===== config.mk =====
export PLATFORM = sky130hd
export DESIGN_NAME = ps2_bk_keyboard_flat
export DESIGN_NICKNAME = d
export VERILOG_FILES = /design/src/rtl/ps2_bk_keyboard_if.sv /design/src/rtl/ps2_bk_keyboard.sv /design/src/flat_wrapper.sv
export SDC_FILE = /design/constraint.sdc
export NUM_CORES = 1
export LEC_CHECK = 0
export ABC_AREA = 0
export BUFFER_PORTS_ARGS = -buffer_cell sky130_fd_sc_hd__buf_2
export CAP_MARGIN = 15
export CORE_ASPECT_RATIO = 1.75
export CORE_MARGIN = 8
export CORE_UTILIZATION = 42
export CTS_CLUSTER_SIZE = 40
export DETAILED_ROUTE_END_ITERATION = 8
export PLACE_DENSITY = 0.59
export SYNTH_ARGS = -nofsm -noshare
export SYNTH_HDL_FRONTEND = slang
export SYNTH_SLANG_ARGS = --single-unit

===== constraint.sdc =====
create_clock -name clk_sys -period 9.6 [get_ports clk_sys]
set_input_delay 1.92 -clock clk_sys [delete_from_list [all_inputs] [get_ports clk_sys]]
set_output_delay 1.92 -clock clk_sys [all_outputs]
set_load 0.02 [all_outputs]

===== src/rtl/ps2_bk_keyboard_if.sv =====
// CPU-side register bus of the BK keyboard controller.
// This is a VM1-style strobe/reply cycle: the master drives address and strobe, and the slave answers with ack and data.
interface ps2_bk_keyboard_if;
    logic        bus_sync;
    logic [15:0] bus_addr;
    logic        bus_we;
    logic [1:0]  bus_wtbt;
    logic        bus_stb;
    logic [15:0] bus_din;
    logic [15:0] bus_dout;
    logic        bus_ack;

    modport master (
        output bus_sync, bus_addr, bus_we, bus_wtbt, bus_stb, bus_din,
        input  bus_dout, bus_ack
    );

    modport slave (
        input  bus_sync, bus_addr, bus_we, bus_wtbt, bus_stb, bus_din,
        output bus_dout, bus_ack
    );
endinterface


===== src/rtl/ps2_bk_keyboard.sv =====
// PS/2-to-BK keyboard controller: translates key events to 7-bit codes and queues them in a small FIFO.
// It also exposes registers 177660/177662 on the VM1 bus and raises vector 060/274 requests.
module ps2_bk_keyboard #(
    parameter int         FIFO_DEPTH = 4,
    parameter logic [7:0] STOP_SCAN  = 8'h78,
    parameter logic [7:0] RESET_SCAN = 8'h07
) (
    input  logic             clk_sys,
    input  logic             reset,
    input  logic [10:0]      ps2_key,
    ps2_bk_keyboard_if.slave bus,
    output logic             virq_req60,
    output logic             virq_req274,
    input  logic             virq_ack60,
    input  logic             virq_ack274,
    output logic             key_down,
    output logic             key_stop,
    output logic             key_reset,
    output logic             key_color,
    output logic             key_bw,
    output logic             ps2_caps_led
);

    localparam int          PW      = (FIFO_DEPTH > 1) ? $clog2(FIFO_DEPTH) : 1;
    localparam logic [14:0] STAT_WA = 15'o77730;
    localparam logic [14:0] DATA_WA = 15'o77731;

    function automatic logic [2:0] sat_inc(input logic [2:0] v);
        return (v == 3'd7) ? v : v + 3'd1;
    endfunction

    function automatic logic [2:0] sat_dec(input logic [2:0] v);
        return (v == 3'd0) ? v : v - 3'd1;
    endfunction

    // Returns {hit, lower-case code}; hit = 0 for keys with no BK code.
    function automatic logic [7:0] xlate(input logic ext, input logic [7:0] sc);
        logic [7:0] r;
        r = 8'h00;
        if (ext) begin
            case (sc)
                8'h6B:   r = {1'b1, 7'h08};
                8'h74:   r = {1'b1, 7'h19};
                8'h75:   r = {1'b1, 7'h1A};
                8'h72:   r = {1'b1, 7'h1B};
                default: r = 8'h00;
            endcase
        end else begin
            case (sc)
                8'h1C: r = {1'b1, 7'h61};  8'h32: r = {1'b1, 7'h62};
                8'h21: r = {1'b1, 7'h63};  8'h23: r = {1'b1, 7'h64};
                8'h24: r = {1'b1, 7'h65};  8'h2B: r = {1'b1, 7'h66};
                8'h34: r = {1'b1, 7'h67};  8'h33: r = {1'b1, 7'h68};
                8'h43: r = {1'b1, 7'h69};  8'h3B: r = {1'b1, 7'h6A};
                8'h42: r = {1'b1, 7'h6B};  8'h4B: r = {1'b1, 7'h6C};
                8'h3A: r = {1'b1, 7'h6D};  8'h31: r = {1'b1, 7'h6E};
                8'h44: r = {1'b1, 7'h6F};  8'h4D: r = {1'b1, 7'h70};
                8'h15: r = {1'b1, 7'h71};  8'h2D: r = {1'b1, 7'h72};
                8'h1B: r = {1'b1, 7'h73};  8'h2C: r = {1'b1, 7'h74};
                8'h3C: r = {1'b1, 7'h75};  8'h2A: r = {1'b1, 7'h76};
                8'h1D: r = {1'b1, 7'h77};  8'h22: r = {1'b1, 7'h78};
                8'h35: r = {1'b1, 7'h79};  8'h1A: r = {1'b1, 7'h7A};
                8'h16: r = {1'b1, 7'h31};  8'h1E: r = {1'b1, 7'h32};
                8'h26: r = {1'b1, 7'h33};  8'h25: r = {1'b1, 7'h34};
                8'h2E: r = {1'b1, 7'h35};  8'h36: r = {1'b1, 7'h36};
                8'h3D: r = {1'b1, 7'h37};  8'h3E: r = {1'b1, 7'h38};
                8'h46: r = {1'b1, 7'h39};  8'h45: r = {1'b1, 7'h30};
                8'h29: r = {1'b1, 7'h20};  8'h5A: r = {1'b1, 7'h0A};
                8'h66: r = {1'b1, 7'h18};  8'h0D: r = {1'b1, 7'h09};
                default: r = 8'h00;
            endcase
        end
        return r;
    endfunction

    function automatic logic [6:0] shape_code(input logic [6:0] c, input logic upper,
                                              input logic ctrl);
        logic [6:0] r;
        r = c;
        if (upper && c >= 7'h61 && c <= 7'h7A) r[5] = 1'b0;
        if (ctrl) r = r & 7'h1F;
        return r;
    endfunction

    // ---- stage p0: event detect and modifier/held-key state ----
    logic       strobe_q;
    logic       evt_p0, pressed_p0, ext_p0;
    logic [7:0] scan_p0, xl_p0;
    logic       is_shift, is_ctrl, is_alt, is_caps, is_mod;
    logic       shift_q, ctrl_q, alt_q, caps_q;
    logic [2:0] held;

    assign evt_p0     = ps2_key[10] ^ strobe_q;
    assign pressed_p0 = ps2_key[9];
    assign ext_p0     = ps2_key[8];
    assign scan_p0    = ps2_key[7:0];
    assign xl_p0      = xlate(ext_p0, scan_p0);

    assign is_shift = (scan_p0 == 8'h12) || (scan_p0 == 8'h59);
    assign is_ctrl  = (scan_p0 == 8'h14);
    assign is_alt   = (scan_p0 == 8'h11);
    assign is_caps  = (scan_p0 == 8'h58);
    assign is_mod   = is_shift | is_ctrl | is_alt | is_caps;

    always_ff @(posedge clk_sys) begin
        if (reset) begin
            strobe_q  <= ps2_key[10];
            shift_q   <= 1'b0;
            ctrl_q    <= 1'b0;
            alt_q     <= 1'b0;
            caps_q    <= 1'b0;
            held      <= 3'd0;
            key_stop  <= 1'b0;
            key_reset <= 1'b0;
            key_color <= 1'b0;
            key_bw    <= 1'b0;
        end else begin
            strobe_q  <= ps2_key[10];
            key_color <= evt_p0 & pressed_p0 & (scan_p0 == 8'h01);
            key_bw    <= evt_p0 & pressed_p0 & (scan_p0 == 8'h09);
            if (evt_p0) begin
                if (is_shift)              shift_q   <= pressed_p0;
                if (is_ctrl)               ctrl_q    <= pressed_p0;
                if (is_alt)                alt_q     <= pressed_p0;
                if (is_caps && pressed_p0) caps_q    <= ~caps_q;
                if (scan_p0 == STOP_SCAN)  key_stop  <= pressed_p0;
                if (scan_p0 == RESET_SCAN) key_reset <= pressed_p0;
                if (!is_mod)               held      <= pressed_p0 ? sat_inc(held) : sat_dec(held);
            end
        end
    end

    assign key_down     = (held != 3'd0);
    assign ps2_caps_led = caps_q;

    // ---- stage p1: registered translation, pushed into the FIFO next edge ----
    logic       vld_p1;
    logic [6:0] code_p1;
    logic       ar2_p1;

    always_ff @(posedge clk_sys) begin
        if (reset) vld_p1 <= 1'b0;
        else       vld_p1 <= evt_p0 & pressed_p0 & ~is_mod & xl_p0[7];
    end

    always_ff @(posedge clk_sys) begin
        code_p1 <= shape_code(xl_p0[6:0], shift_q ^ caps_q, ctrl_q);
        ar2_p1  <= alt_q;
    end

    // ---- code FIFO ----
    logic [7:0]    fifo_mem [FIFO_DEPTH];
    logic [PW-1:0] wr_ptr, rd_ptr;
    logic [PW:0]   count;
    logic          empty, full, push, pop;
    logic [7:0]    head;

    assign empty = (count == '0);
    assign full  = (count == (PW+1)'(FIFO_DEPTH));
    assign push  = vld_p1 & ~full;
    assign head  = fifo_mem[rd_ptr];

    always_ff @(posedge clk_sys) begin
        if (push) fifo_mem[wr_ptr] <= {ar2_p1, code_p1};
    end

    always_ff @(posedge clk_sys) begin
        if (reset) begin
            wr_ptr <= '0;
            rd_ptr <= '0;
            count  <= '0;
        end else begin
            if (push) wr_ptr <= wr_ptr + PW'(1);
            if (pop)  rd_ptr <= rd_ptr + PW'(1);
            case ({push, pop})
                2'b10:   count <= count + (PW+1)'(1);
                2'b01:   count <= count - (PW+1)'(1);
                default: count <= count;
            endcase
        end
    end

    // ---- register bus: one reply per strobe rise, held until the strobe drops ----
    typedef enum logic {BUS_IDLE, BUS_ACK} bus_state_t;

    bus_state_t  bus_state, bus_state_nx;
    logic        stb_q, stb_rise, sel_stat, sel_data, start;
    logic        irq_dis, pend_taken, req;
    logic [15:0] rd_val, dout_q, dout_nx;

    assign sel_stat = bus.bus_sync & (bus.bus_addr[15:1] == STAT_WA);
    assign sel_data = bus.bus_sync & (bus.bus_addr[15:1] == DATA_WA);
    assign stb_rise = bus.bus_stb & ~stb_q;
    assign start    = stb_rise & (sel_stat | sel_data) & (bus_state == BUS_IDLE);
    assign pop      = start & sel_data & ~bus.bus_we & ~empty;
    assign rd_val   = sel_data ? (empty ? 16'h0000 : {9'b0, head[6:0]})
                               : {8'b0, ~empty, irq_dis, 6'b0};

    always_comb begin
        bus_state_nx = bus_state;
        dout_nx      = dout_q;
        case (bus_state)
            BUS_IDLE: if (start) begin
                bus_state_nx = BUS_ACK;
                dout_nx      = bus.bus_we ? 16'h0000 : rd_val;
            end
            BUS_ACK: if (!bus.bus_stb) begin
                bus_state_nx = BUS_IDLE;
                dout_nx      = 16'h0000;
            end
            default: begin
                bus_state_nx = BUS_IDLE;
                dout_nx      = 16'h0000;
            end
        endcase
    end

    always_ff @(posedge clk_sys) begin
        if (reset) begin
            bus_state <= BUS_IDLE;
            dout_q    <= 16'h0000;
            stb_q     <= bus.bus_stb;
        end else begin
            bus_state <= bus_state_nx;
            dout_q    <= dout_nx;
            stb_q     <= bus.bus_stb;
        end
    end

    assign bus.bus_ack  = (bus_state == BUS_ACK);
    assign bus.bus_dout = dout_q;

    // ---- interrupt requests, routed by the AR2 flag of the head entry ----
    assign req = ~empty & ~irq_dis & ~pend_taken;

    always_ff @(posedge clk_sys) begin
        if (reset) begin
            irq_dis     <= 1'b0;
            pend_taken  <= 1'b0;
            virq_req60  <= 1'b0;
            virq_req274 <= 1'b0;
        end else begin
            if (start && sel_stat && bus.bus_we && bus.bus_wtbt[0]) irq_dis <= bus.bus_din[6];
            if (pop)                             pend_taken <= 1'b0;
            else if (virq_ack60 || virq_ack274)  pend_taken <= 1'b1;
            virq_req60  <= req & ~head[7];
            virq_req274 <= req &  head[7];
        end
    end

    logic unused_bits;
    assign unused_bits = &{1'b0, bus.bus_addr[0], bus.bus_wtbt[1],
                           bus.bus_din[15:7], bus.bus_din[5:0]};

endmodule


===== src/flat_wrapper.sv =====
// flat-port wrapper written by rule: the top's interface ports become plain ports
module ps2_bk_keyboard_flat 
#(
    parameter int         FIFO_DEPTH = 4,
    parameter logic [7:0] STOP_SCAN  = 8'h78,
    parameter logic [7:0] RESET_SCAN = 8'h07
)
  (clk_sys, reset, ps2_key, virq_req60, virq_req274, virq_ack60, virq_ack274, key_down, key_stop, key_reset, key_color, key_bw, ps2_caps_led, bus_bus_sync, bus_bus_addr, bus_bus_we, bus_bus_wtbt, bus_bus_stb, bus_bus_din, bus_bus_dout, bus_bus_ack);
  ps2_bk_keyboard_if bus_i ();
  input  logic clk_sys;
  input  logic reset;
  input  logic [10:0] ps2_key;
  output logic virq_req60;
  output logic virq_req274;
  input  logic virq_ack60;
  input  logic virq_ack274;
  output logic key_down;
  output logic key_stop;
  output logic key_reset;
  output logic key_color;
  output logic key_bw;
  output logic ps2_caps_led;
  input wire logic [$bits(bus_i.bus_sync)-1:0] bus_bus_sync;
  input wire logic [$bits(bus_i.bus_addr)-1:0] bus_bus_addr;
  input wire logic [$bits(bus_i.bus_we)-1:0] bus_bus_we;
  input wire logic [$bits(bus_i.bus_wtbt)-1:0] bus_bus_wtbt;
  input wire logic [$bits(bus_i.bus_stb)-1:0] bus_bus_stb;
  input wire logic [$bits(bus_i.bus_din)-1:0] bus_bus_din;
  output wire logic [$bits(bus_i.bus_dout)-1:0] bus_bus_dout;
  output wire logic [$bits(bus_i.bus_ack)-1:0] bus_bus_ack;
  assign bus_i.bus_sync = bus_bus_sync;
  assign bus_i.bus_addr = bus_bus_addr;
  assign bus_i.bus_we = bus_bus_we;
  assign bus_i.bus_wtbt = bus_bus_wtbt;
  assign bus_i.bus_stb = bus_bus_stb;
  assign bus_i.bus_din = bus_bus_din;
  assign bus_bus_dout = bus_i.bus_dout;
  assign bus_bus_ack = bus_i.bus_ack;
  ps2_bk_keyboard #(.FIFO_DEPTH(FIFO_DEPTH), .STOP_SCAN(STOP_SCAN), .RESET_SCAN(RESET_SCAN)) u_core (.clk_sys(clk_sys), .reset(reset), .ps2_key(ps2_key), .bus(bus_i), .virq_req60(virq_req60), .virq_req274(virq_req274), .virq_ack60(virq_ack60), .virq_ack274(virq_ack274), .key_down(key_down), .key_stop(key_stop), .key_reset(key_reset), .key_color(key_color), .key_bw(key_bw), .ps2_caps_led(ps2_caps_led));
endmodule

==> impl_metrics.py <==
metrics = {
    "placement": {
        "gp_congestion": 0.9583,
        "post-dp-hpwl_um": 7170,
        "numPortBuffers": 51,
    },
    "power": {
        "p_leak_nw": 1.729,
        "powerDensity_mw_per_mm2": 168.3,
        "ir_drop_uv": 100.6,
    },
    "clock_tree": {
        "cts_buffer_depth": 2,
        "clockRootBuffer": "clkbuf_16",
        "cts_tree": "yes",
        "worstSkewPairLatency_ns": 0.33,
        "cts_hold_buf": 0,
        "cts_resized": 0,
        "cts_htree_levels": 3,
        "clock_sinks": 76,
        "numCtsBuffers": 9,
        "clk_pin_slew_worst_paths_ns": 0.06,
        "post-cts-setup-buffers": 0,
    },
    "critical_path": {
        "end_kind": "register",
        "r2r-start": "u_core.bus.bus_ack",
        "arrival_ns": 4.81,
        "crit_fanout": 9,
        "path_class": "input port to register",
        "rr_endpoint": "u_core.count[2]",
        "cp-start-kind": "input port",
        "cp.required_ns": 9.86,
        "ff2ff_path_depth": 8,
        "regToRegSetupSlack_ns": 7.11,
    },
    "synthesis": {
        "synth.distinct_cells": 75,
        "syn_area_per_cell_um2": 10.39,
        "yosys.area.top_type": "edfxtp_1",
        "synth_warnings": 0,
        "synth_edf_count": 32,
        "postSynthCellCount": 395,
        "syn_area_mm2": 0.004103,
        "synth_top_area_share_pct": 23.42,
        "synthFlopType": "dfxtp_1",
        "yosysSeqAreaShare_pct": 44.89,
        "synthTopCellsByArea": "edfxtp_1, dfxtp_1, mux4_2, ha_1, nor2_1",
        "synthArstFlopShare_pct": 0,
        "synth_seq_cells": 76,
    },
    "run_status": {
        "outcome": "finished clean",
    },
    "timing": {
        "max_freq_mhz": 219.8,
        "finalSetupTns_ns": 0,
        "worstMarginPinSlew_ns": 0.7982,
        "grt_setup_unrepaired": "no",
        "slew_headroom_pct": 46.30,
        "finClkSkew_ns": 0.007242,
        "post-route-period-util_pct": 47.38,
        "finalSetupViolations": 0,
        "slew_viol_final": 0,
        "hold_viol_final": 0,
        "layout_min_cycle_time_ns": 4.549,
        "holdWs_ns": 0.3514,
    },
    "routing": {
        "routedWlPerCell_um": 17.07,
        "drcViolationCount": 0,
        "drt_iter0_markers": 187,
        "dr.pass1.iters": 5,
        "drt-vias-per-instance": 5.598,
        "num_vias": 3146,
        "ant_nets": 0,
        "drt-total-wl_um": 9595,
    },
    "run": {
        "drv_cap": 0,
    },
    "final_layout": {
        "fillers": 908,
        "layout.nets": 498,
        "n_antenna_cell": 0,
        "regArea_mm2": 0.001842,
        "multi_input_area_mm2": 0.002021,
        "area_delta_synth_final_pct": 12.87,
        "postLayoutCoreUtil_pct": 47.89,
        "layout_common_cells": "buf_2, dfxtp_1, nor2_1",
        "final_common_cell": "buf_2",
        "drive_above_1_share_pct": 20.37,
    },
    "hold_path": {
        "whs_endpoint": "u_core.ar2_p1",
        "worst_hold_path_type": "register to register",
        "min_path_cells": 0,
        "hp-start": "u_core.alt_q",
    },
    "global_route": {
        "grt_pass1_wl_um": 15900,
        "grt_pass1_vias": 3293,
        "grt-ovfl-total": 0,
        "grt_max_degree": 44,
        "antenna_found_initial": 0,
        "track_usage_pct": 14.96,
    },
    "die": {
        "dieArea_mm2": 0.01331,
        "rows": 48,
        "ioPinCount": 77,
        "coreArea_mm2": 0.009669,
        "die_h_um": 146.7,
        "die_w_um": 90.71,
        "start_util_pct": 42.43,
    },
}
==> cell families after synthesis <==
kind of cell	synth area share, %
simple gates	20.56
xor+xnor	2.348
flops	44.89
mux	6.374
fa+ha+maj	4.636
other cells	0.09140
compound gates	14.61
buf+inv	6.496
==> metrics by stage <==
stage               worst slack [ns]  instances  total power [W]  cell area [um^2]
floorplan                      5.235        402        0.0004179              4129
global placement               4.705        546        0.0004365              4323
detailed placement             4.636        546        0.0004382              4323
CTS                            4.982        562        0.0007892              4631
global route                   4.731        562        0.0008112              4631
finish                         5.051        562        0.0007792              4631
==> cells in the mapped netlist, types with 5 or more instances <==
library cell  number
a21oi_1           17
a22oi_1            7
a31oi_1            6
and2_1            10
buf_2              7
buf_4              9
buf_6              6
clkbuf_1           9
dfxtp_1           44
edfxtp_1          32
ha_1              12
inv_1             13
mux2i_1            7
mux4_2             8
nand2_1           18
nand2b_1           5
nand3_1            5
nand4_1            5
nor2_1            35
nor2b_1           10
nor3_1            11
nor3b_1            5
o21ai_0           17
or3_1              8
xnor2_1            6
xor2_1             5
==> power breakdown <==
group          total (W)  internal, W  leakage [nW]  switching, W
Sequential      0.000348     0.000342         0.664    0.00000573
Clock           0.000347     0.000225         0.154      0.000122
Combinational  0.0000842    0.0000323         0.912     0.0000519
Total           0.000779     0.000600          1.73      0.000179
==> critical path, stage by stage <==
cell	delay (ns)
buf_2	0.09
nand4bb_1	0.17
nor4_1	0.38
nand3_1	0.29
nor4_4	0.64
ha_1	0.29
inv_1	0.06
fa_1	0.37
xor2_1	0.15
or3_1	0.30
a21oi_1	0.14
==> worst max path at each step <==
stage	from	end	slack [ns]	depth (start not counted)
after floorplan	bus_bus_addr[2]	u_core.count[2]	5.23	10
after global placement	bus_bus_addr[2]	u_core.count[2]	4.70	11
after detailed placement	bus_bus_addr[2]	u_core.count[2]	4.64	11
after CTS	bus_bus_addr[2]	u_core.count[2]	4.98	11
after global routing	bus_bus_addr[2]	u_core.count[2]	4.73	11
final	bus_bus_addr[2]	u_core.count[2]	5.05	11
==> final cells by class <==
| cell class | count | area share [%] |
|---|---|---|
| clock buffer | 10 | 4.945 |
| clock inverter | 6 | 1.702 |
| inverter | 13 | 1.054 |
| multi-input combinational | 281 | 43.64 |
| sequential | 76 | 39.77 |
| tap | 125 | 3.377 |
| timing repair buffer | 51 | 5.512 |
==> state kept, by name, indices dropped and copies added, names as in the netlist, 2 cells and up, named ones only <==
register / flops
u_core.wr_ptr: 2
u_core.code_p1: 7
u_core.count: 3
u_core.rd_ptr: 2
u_core.held: 3
u_core.bus.bus_dout: 8
u_core.fifo_mem: 32
==> layer usage <==
metal,part of all wire (%),vias up,GRT usage [%]
met5,0,-,0
met4,3.2,0,8.718
met3,5.5,24,4.548
met2,54,89,27.41
met1,37,1505,14.25
li1,-,1528,-
Note: power is estimated with default switching activity, not from simulation.
